`config.mk`:
```
export PLATFORM = sky130hd
export DESIGN_NAME = ps2_key_tracker
export DESIGN_NICKNAME = d
export VERILOG_FILES = /design/src/rtl/ps2_key_tracker.sv
export SDC_FILE = /design/constraint.sdc
export NUM_CORES = 1
export LEC_CHECK = 0
export BUFFER_PORTS_ARGS = -buffer_cell sky130_fd_sc_hd__buf_2
export CAP_MARGIN = 10
export CORE_MARGIN = 1
export CORE_UTILIZATION = 40
export DETAILED_ROUTE_END_ITERATION = 7
export SLEW_MARGIN = 25
export SYNTH_ARGS = -nofsm -noshare
export SYNTH_HDL_FRONTEND = slang
export SYNTH_SLANG_ARGS = --single-unit
```
`constraint.sdc`:
```
create_clock -name clk -period 4.8 [get_ports clk]
set_clock_uncertainty 0.2 [all_clocks]
set_input_delay 0.24 -clock clk [delete_from_list [all_inputs] [get_ports clk]]
set_output_delay 0.24 -clock clk [all_outputs]
set_load 0.02 [all_outputs]
```
`src/rtl/ps2_key_tracker.sv`:
```
// PS/2 Set-2 scancode interpreter: resolves E0/F0/E1 prefixes and keeps a
// level-stable held-key bitmap for two players plus two system keys.
module ps2_key_tracker #(
   parameter int unsigned TIMEOUT_CYCLES = 25000
) (
   input  logic       clk,
   input  logic       rst_n,
   input  logic [7:0] rx_data,
   input  logic       rx_valid,
   input  logic       rx_err,
   output logic [4:0] p1keys,
   output logic [4:0] p2keys,
   output logic [1:0] sys_keys,
   output logic       key_event,
   output logic       key_release
);

   localparam logic [2:0] ST_IDLE    = 3'd0;
   localparam logic [2:0] ST_EXT     = 3'd1;
   localparam logic [2:0] ST_BRK     = 3'd2;
   localparam logic [2:0] ST_EXT_BRK = 3'd3;
   localparam logic [2:0] ST_SKIP    = 3'd4;

   localparam logic [15:0] TMO_LIMIT = 16'(TIMEOUT_CYCLES);

   // Bitmap layout: [4:0] player 1, [9:5] player 2, [11:10] system keys.
   function automatic logic [11:0] key_mask(input logic [7:0] code);
      logic [11:0] m;
      m = 12'd0;
      case (code)
         8'h75:   m[0]  = 1'b1;
         8'h6B:   m[1]  = 1'b1;
         8'h74:   m[2]  = 1'b1;
         8'h72:   m[3]  = 1'b1;
         8'h29:   m[4]  = 1'b1;
         8'h1D:   m[5]  = 1'b1;
         8'h1C:   m[6]  = 1'b1;
         8'h23:   m[7]  = 1'b1;
         8'h1B:   m[8]  = 1'b1;
         8'h0D:   m[9]  = 1'b1;
         8'h5A:   m[10] = 1'b1;
         8'h66:   m[11] = 1'b1;
         default: m     = 12'd0;
      endcase
      return m;
   endfunction

   logic [2:0]  state_q, state_d;
   logic [2:0]  skip_q, skip_d;
   logic [15:0] tmo_q, tmo_d;
   logic [11:0] keys_q, keys_d;
   logic        event_q, event_d;
   logic        release_q, release_d;

   logic        do_make;
   logic        do_break;
   logic        do_clear;
   logic [11:0] mask;

   always_comb begin
      state_d  = state_q;
      skip_d   = skip_q;
      tmo_d    = tmo_q;
      do_make  = 1'b0;
      do_break = 1'b0;
      do_clear = 1'b0;
      mask     = key_mask(rx_data);

      if (rx_err) begin
         state_d = ST_IDLE;
         tmo_d   = 16'd0;
         skip_d  = 3'd0;
      end else if (rx_valid) begin
         tmo_d = 16'd0;
         case (state_q)
            ST_IDLE: begin
               case (rx_data)
                  8'hE0: state_d = ST_EXT;
                  8'hF0: state_d = ST_BRK;
                  8'hE1: begin
                     state_d = ST_SKIP;
                     skip_d  = 3'd7;
                  end
                  8'hAA, 8'h00, 8'hFF: do_clear = 1'b1;
                  8'hFA, 8'hFE: ;
                  default: do_make = 1'b1;
               endcase
            end
            ST_EXT: begin
               // E0 12 / E0 7C are the fake-shift bytes wrapped around arrows.
               case (rx_data)
                  8'hF0:        state_d = ST_EXT_BRK;
                  8'h12, 8'h7C: state_d = ST_IDLE;
                  default: begin
                     do_make = 1'b1;
                     state_d = ST_IDLE;
                  end
               endcase
            end
            ST_BRK, ST_EXT_BRK: begin
               do_break = 1'b1;
               state_d  = ST_IDLE;
            end
            ST_SKIP: begin
               if (skip_q <= 3'd1) begin
                  skip_d  = 3'd0;
                  state_d = ST_IDLE;
               end else begin
                  skip_d = skip_q - 3'd1;
               end
            end
            default: state_d = ST_IDLE;
         endcase
      end else if (state_q != ST_IDLE) begin
         if (tmo_q >= TMO_LIMIT) begin
            state_d = ST_IDLE;
            tmo_d   = 16'd0;
            skip_d  = 3'd0;
         end else if (tmo_q != 16'hFFFF) begin
            tmo_d = tmo_q + 16'd1;
         end
      end
   end

   always_comb begin
      keys_d = keys_q;
      if (do_clear) begin
         keys_d = 12'd0;
      end else if (do_make) begin
         keys_d = keys_q | mask;
      end else if (do_break) begin
         keys_d = keys_q & ~mask;
      end
      event_d   = (keys_d != keys_q);
      release_d = event_d & (do_break | do_clear);
   end

   always_ff @(posedge clk or negedge rst_n) begin
      if (!rst_n) begin
         state_q   <= ST_IDLE;
         skip_q    <= 3'd0;
         tmo_q     <= 16'd0;
         keys_q    <= 12'd0;
         event_q   <= 1'b0;
         release_q <= 1'b0;
      end else begin
         state_q   <= state_d;
         skip_q    <= skip_d;
         tmo_q     <= tmo_d;
         keys_q    <= keys_d;
         event_q   <= event_d;
         release_q <= release_d;
      end
   end

   assign p1keys      = keys_q[4:0];
   assign p2keys      = keys_q[9:5];
   assign sys_keys    = keys_q[11:10];
   assign key_event   = event_q;
   assign key_release = release_q;

endmodule

```
# After elaboration in Yosys (flattened, before gate mapping)
# Index checks and enable logic that the tools add are counted.
dict set report totals {
  reg_bits 36
  latch_bits 0
  mem_bits_rw 0
  romBits 0
  inputBits 12
  output_inout_bits 14
  memories 0
}
dict set report op_classes {
  n_addsub 2
  mul 0
  div_mod_pow 0
  order_cmp 2
  eq_ne 31
  n_shift 0
  muxes 45
  n_bitwise 5
  n_reduce_logical 13
}
# cell n
set op_table {}
lappend op_table {{2-to-1 mux 16 bit} 5}
lappend op_table {{equality test 8 x 7 -> 1 bit, second input constant} 7}
lappend op_table {{equality test 8 bit, second input constant} 7}
lappend op_table {{2-to-1 mux 12 bit} 3}
lappend op_table {{equality test 8 x 5 -> 1 bit, second input constant} 4}
lappend op_table {{2-to-1 mux 3 bit} 9}
lappend op_table {{2-to-1 mux 1 bit} 23}
lappend op_table {{one-hot mux 3 bit (3 select lines)} 2}
lappend op_table {{adder 16 x 1 -> 16 bit, second input constant} 1}
lappend op_table {{equality test 8 x 6 -> 1 bit, second input constant} 2}
lappend op_table {{greater-or-equal comparator 16 x 15 -> 1 bit, second input constant} 1}
lappend op_table {{!= test 16 bit, second input constant} 1}
lappend op_table {{bitwise AND 12 bit} 1}
lappend op_table {{!= test 12 bit} 1}
lappend op_table {{NOT 12 bit} 1}
lappend op_table {{OR 12 bit} 1}
lappend op_table {{nonzero test 3 bit} 3}
lappend op_table {{equality test 8 x 4 -> 1 bit, second input constant} 1}
lappend op_table {{zero test 8 bit} 1}
lappend op_table {{AND reduction 4 bit} 2}
lappend op_table {{OR reduction 8 bit} 1}
lappend op_table {{equality test 3 x 2 -> 1 bit, second input constant} 2}
lappend op_table {{!= test 6 x 4 -> 1 bit, second input constant} 1}
lappend op_table {{one-hot mux 3 bit (2 select lines)} 1}
lappend op_table {{other kinds (16)} 17}

# Logic depth before layout (Yosys ltp)
# Gate-level depths: netlist of run 1.
dict set report depth {
  depth_word 10
  depth_mapped 9
  ltp_nobuf 7
}

# Worst setup path before layout of run 1
# OpenSTA, ideal clock, no wires.
dict set report synth_timing {
  path_type {input port to flip-flop}
  startpoint {input rx_data[5]}
  endpoint {register event_q, in the netlist key_event}
  setup_time_ps 139
  arrival_time_ps 1888
  required_ps 4461
  slack_ps 2573
  cell_stages 7
  path_buffers 1
  path_cell_list {buf_4 or4b_1 or3_1 nand4_1 a21oi_1 a21boi_0 or4_1}
}
dict set report synth_between {
  elab_chain_len 9
  word_cells_on_any_way 53
}
# element line
set synth_lines {}
lappend synth_lines {{from (decl)} 8} ;# input logic [7:0] rx_data,
lappend synth_lines {{equality test 8 bit, or another cell as far along} {77, 91}}
lappend synth_lines {{OR reduction 8 bit (no line) or OR reduction 3 bit (tied branches)} n/a}
lappend synth_lines {{2-to-1 mux 1 bit, on equally long branches} {77, 91}}
lappend synth_lines {{one-hot mux 1 bit (2 select lines)} 75} ;# case (state_q)
lappend synth_lines {{2-to-1 mux 1 bit} 73} ;# end else if (rx_valid) begin
lappend synth_lines {{2-to-1 mux 1 bit} 69} ;# if (rx_err) begin
lappend synth_lines {{2-to-1 mux 12 bit} 129} ;# end else if (do_make) begin
lappend synth_lines {{2-to-1 mux 12 bit (*)} 127} ;# if (do_clear) begin
lappend synth_lines {{!= test 12 bit (*)} 134} ;# event_d = (keys_d != keys_q);
lappend synth_lines {{net event_d} 52} ;# logic event_q, event_d;
lappend synth_lines {{to (signal assigned)} 151} ;# event_q <= event_d;
lappend synth_lines {{to (decl)} 52}
# The timed path passes the listed nets; every way through them passes the cells marked *.
# A chain may end at the register's enable or synchronous reset.

# Final worst setup path of run 1
dict set report layout_timing {
  startpoint {register state_q[1]}
  endpoint {register keys_q[5]}
}
dict set report layout_between {
  elab_chain_len 8
  word_cells_on_any_way 17
}
# element line
set layout_lines {}
lappend layout_lines {{from (decl)} 48} ;# logic [2:0] state_q, state_d;
lappend layout_lines {{from (signal assigned)} 147} ;# state_q <= state_d;
lappend layout_lines {{equality test 3 x 2 -> 1 bit} 75}
lappend layout_lines {{OR reduction 2 bit} 75}
lappend layout_lines {{2-to-1 mux 1 bit} 75}
lappend layout_lines {{2-to-1 mux 1 bit} 73}
lappend layout_lines {{2-to-1 mux 1 bit} 69}
lappend layout_lines {{2-to-1 mux 12 bit} 131} ;# end else if (do_break) begin
lappend layout_lines {{2-to-1 mux 12 bit} 129}
lappend layout_lines {{2-to-1 mux 12 bit (*)} 127}
lappend layout_lines {{net keys_d[5]} 51} ;# logic [11:0] keys_q, keys_d;
lappend layout_lines {{to (signal assigned)} 150} ;# keys_q <= keys_d;
lappend layout_lines {{to (decl)} 51}
# Marks and branches as above.

==> results.ini, run 1 <==
[logic_synthesis]
synth_cells=286
synth_top_family_by_area=simple AND/OR/NAND/NOR gates
yosys.area.top_type=dfrtp_1
synth-simple-area-share_pct=31.6
synth_compound_area_share_pct=20.2
synthAdderAreaFrac_pct=2.13
synth_warnings=0
ys_seq_area_share_pct=38.3
synth_area_leaders=dfrtp_1 (38%), o21ai_0 (6.2%), nor2_1 (3.7%)
synth_ff_type=dfrtp_1
ys_ff_latch=36
synth.most_common_cell=dfrtp_1
synth_edf_count=0
synth_top_area_share_pct=38.3
synth_mux_area_share_pct=0.957
synth_cell_types=53
synthTopCellsByCount=dfrtp_1 (36), o21ai_0 (29), nor2_1 (23), nand2_1 (22), a21oi_1 (15)
syn_nets=302
syn_avg_cell_area_um2=8.23
syn-cell-area_mm2=0.00235
synth_xor_area_share_pct=2.23
ys_async_sr_fraction_pct=100

[detailed_routing]
first_iter_violations=120
avgRoutedWirePerCell_um=14.9
drt-vias-per-instance=5.92
ant_nets=0
firstDrtPassIters=4
route.detailed.drc=0
dr_total_vias=2237
drt-total-wl_mm=5.65

[critical_path]
r2r_end=keys_q[5]$_DFF_PN0_
cp-end-kind=flip-flop
critPathLaunchType=flip-flop
cp.arrival_ps=2640
required_ps=4790
reg2reg_slack_ps=2150
critPathMaxFanout=11
worst_r2r_path_depth=6
worstReg2RegStart=state_q[1]$_DFFE_PN0P_
criticalPathCategory=reg -> reg

[floorplan]
die-area_mm2=0.00619
ios=26
fp.dieW_um=78.7
coreArea_mm2=0.00557
initial_utilization_pct=42.2
die_h_um=78.7
rows=27

[placed_design]
gp_congestion=0.859
place_hpwl_mm=4.11
dp_slack_ps=2020
placed_cell_area_mm2=0.00251
portBuffers=25

[clock_network]
cts_tree=built
cts_sinks=36
clockBufferDepth=2
cts_made_buffers=5
worstSkewPairLatency_ps=290
clockRootBuffer=clkbuf_8
htree_levels=2
clkTransAtPathRegs_ps=70
cts_setup_buffers=0

[power_and_ir_drop]
power_uw=668
leakage_nw=1.09
powerDensity_mw_per_mm2=256
peakVddDrop_v=0.000151

[min_path]
hold_depth=4
hold-path-endpoint=keys_q[4]$_DFF_PN0_
hold_start=rx_data[6]
min_path_type=in -> reg

[final_layout]
drive_gt1_share_pct=12.7
final_core_util_pct=46.9
final_nets=321
multiInputGateArea_mm2=0.00134
diodes=0
design_area_mm2=0.00261
area_delta_synth_final_pct=11.0
ff_latch_area_um2=901
fillerInstances=585

[global_route]
grt-ovfl-total=0
antenna_found_initial=0
grt_max_degree=37
grt_pass1_wl_mm=9.72
grt_pass1_vias=2118
track_usage_pct=20.1

[timing]
relSlewSlack_pct=33.4
finalHoldViolations=0
setup_tns_ps=0
maxSlewViolCount=0
period_share_pct=55.2
rsz0062_at_grt=false
fin_crit_ps=2650
tightest_slew_ps=997
setup-violations-final=0
fin_ws_ps=2150
fmax_mhz=377

[run]
maxCapViolCount=0

[outcome]
status=finished clean

==> cells in the final DEF, fill, tap and decap left out, types with 8 or more instances in the layout <==
cell	instances
buf_2	25
nor2_1	23
nor2b_1	10
nor3_1	12
inv_1	12
nand2_1	22
o21ai_0	29
nor4_1	8
nand4_1	12
o22ai_1	10
dfrtp_1	36
a21oi_1	15
nand3_1	13
==> worst max-delay path by stage <==
| stage | start | endpoint | slack, ps | cells after the start |
|---|---|---|---|---|
| detailed placement | rx_data[2] | key_event$_DFF_PN0_ | 2020 | 7 |
| global placement | rx_data[2] | key_event$_DFF_PN0_ | 2000 | 7 |
| floorplan | rx_data[5] | key_event$_DFF_PN0_ | 2570 | 7 |
| global route | state_q[1]$_DFFE_PN0P_ | keys_q[5]$_DFF_PN0_ | 1990 | 6 |
| CTS | state_q[1]$_DFFE_PN0P_ | keys_q[5]$_DFF_PN0_ | 2150 | 6 |
| finish | state_q[1]$_DFFE_PN0P_ | keys_q[5]$_DFF_PN0_ | 2150 | 6 |
==> layer usage <==
layer  part of all wire (%)  vias to the layer above  global-route usage [%]
met5                      0                        -                       0
met2                     44                       45                    30.0
met4                    1.7                        0                    8.15
met3                    4.6                        9                    4.83
li1                       -                     1102                       -
met1                     50                     1081                    27.9
==> flip-flops by register name, indices dropped and copies added (netlist names) <==
signal / flops
keys_q: 12
skip_q: 3
key_release: 1
key_event: 1
tmo_q: 16
state_q: 3
==> critical path, stage by stage (launching register included) <==
cell and delay [ps]:
dfrtp_1 450, or3_1 450, a31oi_1 190, nand4_1 120
a21oi_1 710, nand2_1 210, o22ai_1 230
==> per-stage QoR <==
stage,hold WS [ps],std cells
after floorplan,-256,286
final,212,378
after CTS,203,378
after global routing,243,378
after detailed placement,209,369
after global placement,196,369
==> report_power, final <==
| group | total [mW] | switching, mW | internal [mW] |
|---|---|---|---|
| logic | 0.114 | 0.0722 | 0.0419 |
| clock network | 0.222 | 0.105 | 0.117 |
| registers | 0.332 | 0.0149 | 0.317 |
| total | 0.668 | 0.192 | 0.476 |
==> what timing repair did <==
item                                    CTS  global route
hold buffers                              1             0
endpoints found under the setup margin    0             0
endpoints found under the hold margin    36             0
resized for setup                         0             0
==> layout make-up <==
cell class / count / share of cell area, %
Multi-Input combinational cell: 223 / 51.4
Sequential cell: 36 / 34.5
Timing Repair Buffer: 27 / 5.46
Clock buffer: 8 / 3.45
Tap cell: 72 / 3.45
Inverter: 12 / 1.72
==> logic make-up after synthesis <==
kind of cell	after synthesis
adders and majority gates	4
and+or+nand+nor	134
buffers and inverters	27
AOI/OAI and AO/OA	77
muxes	2
DFF	36
xor gates and xnor gates	6
No activity file was read; power rests on OpenSTA's default activity.
==> inputs of run 2 (changes only) <==
- clock period: 4.8 -> 2.18 ns (I/O delays scaled with it)
==> run 2 against run 1 <==
Hold slack lost 150 ps. Fmax up 28%. Cell count up 10%. Design area up 15%. First-iteration DRC count is 47% higher. Critical endpoint is now keys_q[8]$_DFF_PN0_. Sequential share of layout area decreased by 4.5 points.
==> results.ini, run 2 (same netlist as run 1, synthesis figures left out) <==
[run]
maxCapViolCount=0

[detailed_routing]
dr_total_vias=2375
drt-total-wl_mm=6.15
route.detailed.drc=0
avgRoutedWirePerCell_um=14.7
first_iter_violations=176
drt-vias-per-instance=5.70
ant_nets=0
firstDrtPassIters=4

[floorplan]
ios=26
initial_utilization_pct=42.2
rows=27
fp.dieW_um=78.7
coreArea_mm2=0.00557
die-area_mm2=0.00619
die_h_um=78.7

[critical_path]
worst_r2r_path_depth=7
cp-end-kind=flip-flop
required_ps=2180
cp.arrival_ps=2070
criticalPathCategory=reg -> reg
critPathLaunchType=flip-flop
critPathMaxFanout=9

[clock_network]
cts_made_buffers=5
worstSkewPairLatency_ps=300
htree_levels=2
cts_tree=built
clockBufferDepth=2
clockRootBuffer=clkbuf_8
clkTransAtPathRegs_ps=80
cts_sinks=36

[final_layout]
area_delta_synth_final_pct=27.5
design_area_mm2=0.00300
largest_reg_flops=16
reg_top3=tmo_q: 16 flops, keys_q: 12 flops
final_nets=360
regMostFlops=tmo_q
final_core_util_pct=53.8
final_common_cell=buf_4
drive_gt1_share_pct=24.6
most-common-layout-cells=buf_4 (40), dfrtp_1 (36), o21ai_0 (29), buf_2 (25), nor2_1 (23)
diodes=0

[global_route]
track_usage_pct=21.6
grt_max_degree=37
grt_pass1_wl_mm=10.3
grt_pass1_vias=2166
antenna_found_initial=0
grt-ovfl-total=0

[placed_design]
place_hpwl_mm=4.61
dp_slack_ps=-124
placed_cell_area_mm2=0.00280
portBuffers=25
gp_congestion=0.886

[timing]
setup-violations-final=0
tightest_slew_ps=824
maxSlewViolCount=0
rsz0062_at_grt=false
fin_ws_ps=117
period_share_pct=94.6
finalHoldViolations=0
fin_crit_ps=2060
relSlewSlack_pct=45.0
fmax_mhz=485

[power_and_ir_drop]
p_seq_share_pct=39.1
p_int_mw=1.40
p_sw_share_pct=24.9
power_frac_comb_pct=16.0
clkPwrFrac_pct=44.9
powerDensity_mw_per_mm2=620
peakVddDrop_v=0.000384
leakage_nw=1.32
p_sw_uw=463

[min_path]
hold_depth=4
min_path_type=in -> reg

[outcome]
status=finished clean

[run 2: cell count changes in the layout (fill, tap and decap cells not counted), sizes merged]
cell / before / now
buf: 26 / 65
bufinv: 0 / 3
clkbuf: 8 / 5
[run 2: critical path, cell delays in order, from the launching register on]
cell and delay [ps]:
dfrtp_1 410, or3_4 410, a31oi_1 150, nand4_1 110
a21oi_1 190, buf_4 200, nand2_1 110, o22ai_1 180
[run 2: timing repair]
action	CTS	global route
setup endpoints to repair	0	17
resized for setup	0	5
hold buffers	1	0
hold endpoints to repair	36	0
setup buffers	0	1
[run 2: power by group through the flow]
stage          Sequential [mW]  Clock (mW)  Combinational [mW]
5_1_grt                  0.734       0.880               0.335
4_1_cts                  0.728       0.851               0.291
2_1_floorplan            0.749           0               0.162
3_5_place_dp             0.741           0               0.288
6_report                 0.728       0.836               0.297
3_3_place_gp             0.740           0               0.287
[run 2: layout make-up]
| type | instances | area [um^2] |
|---|---|---|
| clock buffers | 5 | 68.8 |
| clock inverters | 3 | 90.1 |
| fillers | 524 | 2570 |
| inverters | 12 | 45.0 |
| multi-input cells | 223 | 1370 |
| flip-flops and latches | 36 | 901 |
| well taps | 72 | 90.1 |
| repair buffers | 66 | 435 |
[run 2: stage by stage]
stage	setup TNS (ps)	cells	total power [mW]	hold WS (ps)
6_report	0	417	1.86	61.3
5_1_grt	0	417	1.95	89.1
3_5_place_dp	-124	407	1.03	62.9
2_1_floorplan	0	286	0.911	-387
3_3_place_gp	-146	407	1.03	58.4
4_1_cts	0	416	1.87	41.3
[run 2: final timing paths]
| path | end | from | slack (ps) |
|---|---|---|---|
| hold / removal | keys_q[4]$_DFF_PN0_ | rx_data[6] | 60 |
| min in group asynchronous | tmo_q[6]$_DFFE_PN0P_ | rst_n | 240 |
| setup reg to reg | keys_q[8]$_DFF_PN0_ | state_q[1]$_DFFE_PN0P_ | 120 |
| max in group asynchronous | key_event$_DFF_PN0_ | rst_n | 1020 |
| setup / recovery | keys_q[8]$_DFF_PN0_ | state_q[1]$_DFFE_PN0P_ | 120 |
| hold reg to reg | tmo_q[15]$_DFFE_PN0P_ | tmo_q[15]$_DFFE_PN0P_ | 300 |
[run 2: metal layers]
| layer | up-vias | part of all wire, % | track usage [%] |
|---|---|---|---|
| met2 | 53 | 43 | 31.2 |
| met4 | 0 | 1.8 | 9.63 |
| met1 | 1129 | 51 | 31.3 |
| li1 | 1184 | - | - |
| met5 | - | 0 | 0 |
| met3 | 9 | 4.0 | 3.91 |
==> inputs of run 3 (changes only) <==
- clock period: 2.18 -> 2 ns (I/O delays scaled with it)
==> run 3 against run 2 <==
Setup slack got worse by 98 ps. Hold slack better by 47 ps. Critical path depth decreased by 1. Flip-flop and latch count stayed put. Fmax rose by 4.2%. Cell count rose by 5.5%. Total power shrank 8.4%. First-iteration DRC count shrank 29%. Wire length up 0.36%. Global-route usage is 0.29 points lower. Sequential share of layout area fell by 2.4 points.
==> results.ini, run 3 (same netlist as run 1, synthesis figures left out) <==
[outcome]
status=finished clean

[critical_path]
critPathMaxFanout=4
required_ps=1980
cpLargestDelayFamily=simple AND/OR/NAND/NOR gates
worst_r2r_path_depth=6
criticalPathCategory=reg -> reg
worstSetupStartpoint=state_q[1]$_DFFE_PN0P_
reg2reg_slack_ps=20
cp.arrival_ps=1960
slowest_delay_ps=410
critPathSlowestCell=or3_4
cp.depth=6
path_cells=or3_4 -> buf_6 -> o32ai_4 -> a21oi_4 -> nand2_2 -> mux2_4
worstReg2RegStart=state_q[1]$_DFFE_PN0P_
critPathLaunchType=flip-flop
cp-end-kind=flip-flop
cp.buffers_inverters=1

[final_layout]
design_area_mm2=0.00326
reg_top3=tmo_q: 16 flops, keys_q: 12 flops
final_nets=383
most-common-layout-cells=buf_4 (59), dfrtp_1 (36), buf_2 (25), o21ai_0 (24), nor2_1 (22)
regMostFlops=tmo_q
drive_gt1_share_pct=35.3
area_delta_synth_final_pct=38.5
final_common_cell=buf_4
largest_reg_flops=16
diodes=0

[clock_network]
clockRootBuffer=clkbuf_8
cts_tree=built
clockBufferDepth=2
clkTransAtPathRegs_ps=80
worstSkewPairLatency_ps=290
cts_sinks=36
cts_made_buffers=5
htree_levels=2

[global_route]
grt_pass1_vias=2245
grt_pass1_wl_mm=10.5
track_usage_pct=21.3
grt_max_degree=37
antenna_found_initial=0
grt-ovfl-total=0

[power_and_ir_drop]
powerDensity_mw_per_mm2=523
peakVddDrop_v=0.000271
leakage_nw=1.46

[timing]
setup_tns_ps=0
relSlewSlack_pct=46.2
fmax_mhz=505
finalHoldViolations=0
period_share_pct=99.0
rsz0062_at_grt=true
fin_crit_ps=1980
maxSlewViolCount=0
setup-violations-final=0
tightest_slew_ps=806
hold_ws_ps=108

[detailed_routing]
dr_total_vias=2464
firstDrtPassIters=5
route.met3.wl_um=268
first_iter_violations=125
drt-vias-per-instance=5.60
ant_nets=0
drt-total-wl_mm=6.17
route.detailed.drc=0
wl_met2_mm=2.87
met1Wirelength_mm=2.96
top_layer=met4
avgRoutedWirePerCell_um=14.0

[run]
maxCapViolCount=0

[min_path]
min_path_type=in -> reg
hold_depth=4
hold_start=rx_data[7]

[floorplan]
coreArea_mm2=0.00557
fp.dieW_um=78.7
rows=27
die-area_mm2=0.00619
die_h_um=78.7
ios=26
initial_utilization_pct=42.2

[placed_design]
placed_cell_area_mm2=0.00297
gp_congestion=0.814
portBuffers=25
place_hpwl_mm=4.61

==> run 3: cell types whose count changed in the layout (fill, tap and decap cells not counted), moves of 4 or more <==
cell / change
o21ai_0: -5
a21oi_1: -8
a21oi_2: +6
o21ai_1: +5
buf_6: +4
nand2_1: -4
buf_4: +19
==> run 3: metal layers <==
layer,vias to the layer above,global-route usage (%)
met5,-,0
met4,0,7.22
met3,10,5.06
met2,49,33.9
met1,1185,28.3
li1,1220,-
==> run 3: path summary, 6_finish.rpt <==
check                                              end
worst min-delay path               keys_q[4]$_DFF_PN0_
max in group asynchronous       state_q[1]$_DFFE_PN0P_
min in group asynchronous          keys_q[6]$_DFF_PN0_
worst min register to register   tmo_q[14]$_DFFE_PN0P_
worst max register to register   skip_q[1]$_DFFE_PN0P_
worst max-delay path             skip_q[1]$_DFFE_PN0P_
==> run 3: layout make-up <==
cell class / count / area, um^2
clock buffer: 5 / 68.8
clock inverter: 3 / 18.8
fill: 494 / 2310
inverter: 12 / 45.0
multi-input combinational: 223 / 1510
sequential: 36 / 901
tap: 72 / 90.1
timing repair buffer: 89 / 623
==> run 3: repair_timing <==
| item | CTS | global route |
|---|---|---|
| hold buffers | 1 | 0 |
| gates resized for setup | 12 | 31 |
| buffers inserted | 4 | 0 |
| hold endpoints to repair | 36 | 0 |
| pin swaps | 2 | 24 |
| cloned | 0 | 0 |
| endpoints found under the setup margin | 15 | 24 |
==> run 3: per-stage QoR <==
stage,setup slack (ps),utilization [%],power (mW),cells
2_1_floorplan,-61.9,-,0.999,286
3_3_place_gp,-222,53.2,1.14,427
3_5_place_dp,-235,53.2,1.14,427
4_1_cts,1.43,56.6,1.71,440
5_1_grt,-76.5,58.5,1.81,440
6_report,19.1,58.5,1.71,440
==> run 3: worst reg2reg max path: stages, from the launching register on <==
cell	delay, ps
dfrtp_1	380
or3_4	410
buf_6	130
o32ai_4	280
a21oi_4	80
nand2_2	100
mux2_4	300
==> run 3: report_power, final <==
part	switching, mW	internal [mW]	total, mW
Combinational	0.205	0.182	0.387
Sequential	0.0322	0.760	0.792
Clock	0.283	0.243	0.526
Total	0.520	1.19	1.71
